$ cat config.mk
export PLATFORM = sky130hd
export DESIGN_NAME = dwt_dma_ar_gen
export DESIGN_NICKNAME = d
export VERILOG_FILES = /design/src/rtl/dwt_dma_pkg.sv /design/src/rtl/dwt_dma_ar_gen.sv
export SDC_FILE = /design/constraint.sdc
export NUM_CORES = 1
export LEC_CHECK = 0
export CAP_MARGIN = 25
export CELL_PAD_IN_SITES_DETAIL_PLACEMENT = 1
export CELL_PAD_IN_SITES_GLOBAL_PLACEMENT = 2
export CORE_MARGIN = 2
export CORE_UTILIZATION = 34
export CTS_BUF_LIST = sky130_fd_sc_hd__clkbuf_2 sky130_fd_sc_hd__clkbuf_4 sky130_fd_sc_hd__clkbuf_8
export DETAILED_ROUTE_END_ITERATION = 16
export GPL_TIMING_DRIVEN = 0
export PLACE_DENSITY = 0.87
export SETUP_SLACK_MARGIN = 0.2
export SLEW_MARGIN = 25
export SYNTH_ARGS = -nofsm -noshare
export SYNTH_HDL_FRONTEND = slang
export SYNTH_SLANG_ARGS = --single-unit
export TNS_END_PERCENT = 10
$ cat constraint.sdc
create_clock -name m_axi_aclk -period 13.15 [get_ports m_axi_aclk]
set_input_delay 3.945 -clock m_axi_aclk [delete_from_list [all_inputs] [get_ports m_axi_aclk]]
set_output_delay 3.945 -clock m_axi_aclk [all_outputs]
set_load 0.02 [all_outputs]
$ cat src/rtl/dwt_dma_pkg.sv
// Shared AXI encodings, burst limits and AR generator state encoding for the DWT DMA.
package dwt_dma_pkg;

    typedef enum logic [1:0] {
        Fixed = 2'd0,
        Incr  = 2'd1,
        Wrap  = 2'd2
    } axi_burst_e;

    typedef enum logic [2:0] {
        Byte1 = 3'd0,
        Byte2 = 3'd1,
        Byte4 = 3'd2,
        Byte8 = 3'd3
    } axi_size_e;

    typedef enum logic [3:0] {
        DeviceNonBuff     = 4'b0000,
        NormalNonCachBuff = 4'b0011
    } axi_cache_e;

    localparam int BOUNDARY_BYTES  = 4096;
    localparam int MAX_BURST_BEATS = 256;

    typedef enum logic [1:0] {
        IDLE  = 2'd0,
        CALC  = 2'd1,
        ADDR  = 2'd2,
        DRAIN = 2'd3
    } ar_state_e;

endpackage

$ cat src/rtl/dwt_dma_ar_gen.sv
// Splits a byte-length read command into 4 KB-safe AXI INCR bursts; first arvalid two cycles after accept.
// Stalls in CALC while MAX_OUTSTANDING bursts await rlast; holds AR stable until arready.
module dwt_dma_ar_gen
    import dwt_dma_pkg::*;
#(
    parameter int DMA_AXI_ADDR_WIDTH = 32,
    parameter int DMA_DATA_WIDTH_SRC = 64,
    parameter int MAX_OUTSTANDING    = 4
) (
    input  logic                          m_axi_aclk,
    input  logic                          m_axi_areset,
    input  logic                          cmd_valid,
    output logic                          cmd_ready,
    input  logic [DMA_AXI_ADDR_WIDTH-1:0] cmd_addr,
    input  logic [31:0]                   cmd_bytes,
    output logic [DMA_AXI_ADDR_WIDTH-1:0] m_src_axi_araddr,
    output logic [7:0]                    m_src_axi_arlen,
    output logic [2:0]                    m_src_axi_arsize,
    output logic [1:0]                    m_src_axi_arburst,
    output logic                          m_src_axi_arvalid,
    input  logic                          m_src_axi_arready,
    input  logic                          m_src_axi_rvalid,
    input  logic                          m_src_axi_rready,
    input  logic                          m_src_axi_rlast,
    output logic                          busy,
    output logic                          done
);

    localparam int AW             = DMA_AXI_ADDR_WIDTH;
    localparam int BEAT_BYTES     = DMA_DATA_WIDTH_SRC / 8;
    localparam int BOUNDARY_BEATS = BOUNDARY_BYTES / BEAT_BYTES;
    localparam int CNT_W          = $clog2(MAX_OUTSTANDING + 1);

    ar_state_e        state;
    logic [AW-1:0]    addr;
    logic [28:0]      beats;
    logic [8:0]       len_beats;
    logic [8:0]       next_len;
    logic [CNT_W-1:0] outstanding;
    logic [CNT_W-1:0] outstanding_nxt;
    logic             ar_hs;
    logic             r_last_hs;
    logic             unused_low_bits;

    assign unused_low_bits   = ^{cmd_addr[2:0], cmd_bytes[2:0]};
    assign m_src_axi_arsize  = Byte8;
    assign m_src_axi_arburst = Incr;

    assign ar_hs     = m_src_axi_arvalid & m_src_axi_arready;
    assign r_last_hs = m_src_axi_rvalid & m_src_axi_rready & m_src_axi_rlast;

    // Burst length: remaining beats, capped by max burst and by beats left before the next 4 KB line.
    function automatic logic [8:0] calc_burst(input logic [AW-1:0] a, input logic [28:0] b);
        logic [9:0] to_boundary;
        logic [9:0] lim;
        to_boundary = 10'(BOUNDARY_BEATS) - {1'b0, a[11:3]};
        lim = (to_boundary > 10'(MAX_BURST_BEATS)) ? 10'(MAX_BURST_BEATS) : to_boundary;
        if (b < 29'(lim)) begin
            return b[8:0];
        end
        return lim[8:0];
    endfunction

    assign next_len = calc_burst(addr, beats);

    // Stray rlast with nothing outstanding (e.g. after a reset) saturates at zero.
    always_comb begin
        outstanding_nxt = outstanding;
        if (ar_hs && !r_last_hs) begin
            outstanding_nxt = outstanding + CNT_W'(1);
        end else if (!ar_hs && r_last_hs && (outstanding != '0)) begin
            outstanding_nxt = outstanding - CNT_W'(1);
        end
    end

    always_ff @(posedge m_axi_aclk) begin
        if (m_axi_areset) begin
            state             <= IDLE;
            addr              <= '0;
            beats             <= '0;
            len_beats         <= '0;
            outstanding       <= '0;
            m_src_axi_arvalid <= 1'b0;
            m_src_axi_araddr  <= '0;
            m_src_axi_arlen   <= '0;
            cmd_ready         <= 1'b0;
            busy              <= 1'b0;
            done              <= 1'b0;
        end else begin
            outstanding <= outstanding_nxt;
            done        <= 1'b0;
            case (state)
                IDLE: begin
                    cmd_ready <= 1'b1;
                    if (cmd_valid && cmd_ready) begin
                        addr      <= {cmd_addr[AW-1:3], 3'b000};
                        beats     <= cmd_bytes[31:3];
                        cmd_ready <= 1'b0;
                        busy      <= 1'b1;
                        state     <= CALC;
                    end
                end
                CALC: begin
                    if (beats == '0) begin
                        state <= DRAIN;
                    end else if (outstanding < CNT_W'(MAX_OUTSTANDING)) begin
                        len_beats         <= next_len;
                        m_src_axi_araddr  <= addr;
                        m_src_axi_arlen   <= 8'(next_len - 9'd1);
                        m_src_axi_arvalid <= 1'b1;
                        state             <= ADDR;
                    end
                end
                ADDR: begin
                    if (ar_hs) begin
                        m_src_axi_arvalid <= 1'b0;
                        addr              <= addr + (AW'(len_beats) * AW'(BEAT_BYTES));
                        beats             <= beats - 29'(len_beats);
                        state             <= CALC;
                    end
                end
                DRAIN: begin
                    // Look at the post-update count so done lands one cycle after the final rlast.
                    if (outstanding_nxt == '0) begin
                        done      <= 1'b1;
                        busy      <= 1'b0;
                        cmd_ready <= 1'b1;
                        state     <= IDLE;
                    end
                end
                default: state <= IDLE;
            endcase
        end
    end

endmodule

==> reports/metrics.cfg <==
[drt]
detailed_route_wire_length_um = 27100
via_count = 7365
drt_iter0_markers = 636
ant_nets = 0
drc_violations_left = 0
drt-wirelength-per-cell_um = 20.6
drtPass1Iterations = 6
vias_per_cell = 5.61

[sta]
final_clock_skew_ns = 0.0107
final.hold.worst_slack_ns = 0.454
maxSlewHeadroom = 0.340
timing_worst_slew_pin_value_ns = 0.990
timing_max_transition_violations_final = 0
final_hold_viol_count = 0
min_period_over_period = 0.496
setup_ws_ns = 6.63
highest_clock_rate_ghz = 0.153
grt_setup_unrepaired = false
layout_min_cycle_time_ns = 6.52
final.setup.tns_ns = 0
setup_viol = 0

[floorplanning]
floorplan.initialDensity = 0.350
io-pin-count = 120
dieWidth_um = 146
die_area_um2 = 21300
core_area_um2 = 19600
std_cell_rows = 51
die_height_um = 146

[cts]
max_buffers_root_to_sink = 2
h_tree_depth = 4
insertion_delay_to_the_later_sink_of_the_worst_skew_pair_ns = 0.47
path_clk_slew_ns = 0.07
cts-resized-gates = 0
post_cts_hold_fix_bufs = 0
cts.root.buffer_cell = clkbuf_8
clock_sink_count = 113
tritoncts = yes
post_cts.repair.setup_buffers = 0
cts_made_buffers = 17

[min_path]
holdPathStages = 2
min-delay-path-class = reg -> reg

[place]
dp_cells = 1281
dpl_worst_slack_ns = 6.13
gp_routability_congestion = 0.857
portBuffers = 105
post_dp_cell_area_um2 = 8260
detailedPlacementHpwl_um = 20200

[global_route]
grt_util_all_layers = 0.253
grt_remaining_overflow = 0
grt_max_degree = 17
antenna_found_initial = 0
grt_first_pass_wirelength_um = 41500
first_global_vias = 7198

[yosys]
netlist.top_cell.by_area = dfxtp_1
number_of_synthesized_flops_with_an_enable_pin = 0
synth_top_cells_by_count = nand2_1 (137), dfxtp_1 (113), nor2_1 (92), a21oi_1 (90), clkbuf_1 (45)
netlist_area_um2 = 6850
ys.flop_type = dfxtp_1
netlist_top_cells_area = dfxtp_1 (33%), nand2_1 (7.5%), a21oi_1 (6.6%)
synth_cell_types = 69
synth-warning-count = 0
library_cell_with_the_highest_instance_count_after_synthesis = nand2_1
synth_seq_cells = 113
synth.top_cell.area_share = 0.330
synth_sequential_area_ratio = 0.330
postSynthCellCount = 905
async_flop_share = 0
syn-mean-instance-area_um2 = 7.57

[finish]
finalCoreUtilization = 0.441
final_cells = 1313
net_count_of_the_finished_layout = 1139
flow.area_growth_from_synthesis_pct = 26.2
fillers = 2503
antenna-diode-count = 0
final_cell_area_um2 = 8640
layout-drive-gt1-share = 0.0611

[run]
cap_viol_max_count = 0

[power_and_ir_drop]
ir_worst_vdd_mv = 0.0738
p_leak_nw = 3.00
total_power_mw = 1.09
power_density_normalized_to_cell_area_nw_per_um2 = 126

[worst_setup_path]
worst_setup_path_start_kind = primary input
crit_path_max_incr_delay_ns = 0.80
crit_path_end_kind = register
path_cells = clkdlybuf4s50_1 > nand3_1 > a21oi_1 > clkbuf_1 > clkbuf_1 > o221ai_1 > a21oi_1
critPathKind = in -> reg
critical_path.max_fanout = 10
reg2regPathDepth = 22
timing.critical_path.required_ns = 13.55
cp_slowest_cell = a21oi_1
cp.arrival_ns = 6.92

[status]
outcome = finished, final reports clean

[state kept, by name, summed over array words and instances, names as in the netlist]
| register | count |
|---|---|
| addr | 29 |
| beats | 29 |
| m_src_axi_araddr | 29 |
| len_beats | 9 |
| m_src_axi_arlen | 8 |
| outstanding | 3 |
| state | 2 |
| busy | 1 |
| cmd_ready | 1 |
| done | 1 |
| m_src_axi_arvalid | 1 |
[metal layers]
metal / global-route usage / part of all wire
met1: 0.343 / 0.47
met2: 0.404 / 0.45
met4: 0.0868 / 0.026
met5: 0 / 0
met3: 0.0448 / 0.057
[cells in the final DEF (no fill, tap or decap), types with 5 or more instances in the layout]
cell type | synthesis | layout
or3_1 | 9 | 9
mux2i_1 | 11 | 11
clkdlybuf4s50_1 | 0 | 105
clkbuf_8 | 0 | 18
o22ai_1 | 5 | 5
o21a_1 | 7 | 7
dfxtp_1 | 113 | 113
nand4_1 | 7 | 7
o221ai_1 | 8 | 8
xor2_1 | 7 | 7
o31ai_1 | 10 | 10
nor3_1 | 35 | 35
nand3_1 | 20 | 20
nand2b_1 | 11 | 11
or4_1 | 5 | 5
or2_2 | 5 | 5
buf_2 | 7 | 7
o211ai_1 | 5 | 5
nor4_1 | 21 | 21
a211oi_1 | 26 | 26
inv_1 | 33 | 33
xnor2_1 | 18 | 18
clkinv_2 | 0 | 5
a21o_1 | 8 | 8
ha_1 | 31 | 31
a311oi_1 | 15 | 15
conb_1 | 2 | 8
a21oi_1 | 90 | 90
nor2b_1 | 7 | 7
a31oi_1 | 6 | 6
buf_4 | 10 | 10
and3_1 | 5 | 5
a221oi_1 | 5 | 5
nand2_1 | 137 | 137
clkinvlp_4 | 0 | 5
o21ai_0 | 33 | 33
nor2_1 | 92 | 92
clkbuf_1 | 45 | 45
[final timing paths]
kind | startpoint | endpoint | slack, ns
max | m_src_axi_arready | addr[6]$_SDFFE_PP0P_ | 6.63
min | m_src_axi_araddr[9]$_SDFFE_PP0P_ | m_src_axi_araddr[9]$_SDFFE_PP0P_ | 0.45
max reg2reg | addr[3]$_SDFFE_PP0P_ | m_src_axi_arlen[6]$_SDFFE_PP0P_ | 7.78
min reg2reg | m_src_axi_araddr[9]$_SDFFE_PP0P_ | m_src_axi_araddr[9]$_SDFFE_PP0P_ | 0.45
[critical path, delay by kind of cell]
family / cells / cell delay, ns
buf+inv: 3 / 1.64
compound gates: 3 / 1.22
simple gates: 1 / 0.10
[layout make-up]
type / count / area, µm² / area share
tap: 265 / 332 / 0.0384
multi-input combinational: 697 / 4170 / 0.483
timing repair buffer: 105 / 1050 / 0.122
inverter: 33 / 124 / 0.0143
sequential: 113 / 2260 / 0.262
buffer: 68 / 317 / 0.0366
clock inverter: 14 / 140 / 0.0162
clock buffer: 18 / 248 / 0.0287
[cell families (layout without fill, tap and decap cells)]
kind of cell	after synthesis	count (layout)	share of synthesized area
mux	12	12	0.0177
other cells	2	8	0.00110
fa+ha+maj	33	33	0.0625
buf+inv	101	238	0.0643
simple gates	371	371	0.251
xor+xnor	25	25	0.0320
flops	113	113	0.330
compound gates	248	248	0.242
[where the power goes]
| part | internal, mW | leakage [nW] | switching, mW |
|---|---|---|---|
| clock | 0.172 | 0.187 | 0.162 |
| sequential | 0.368 | 0.921 | 0.0312 |
| combinational | 0.138 | 1.89 | 0.221 |
| total | 0.677 | 3.00 | 0.414 |
(Power assumes the default switching activity.)
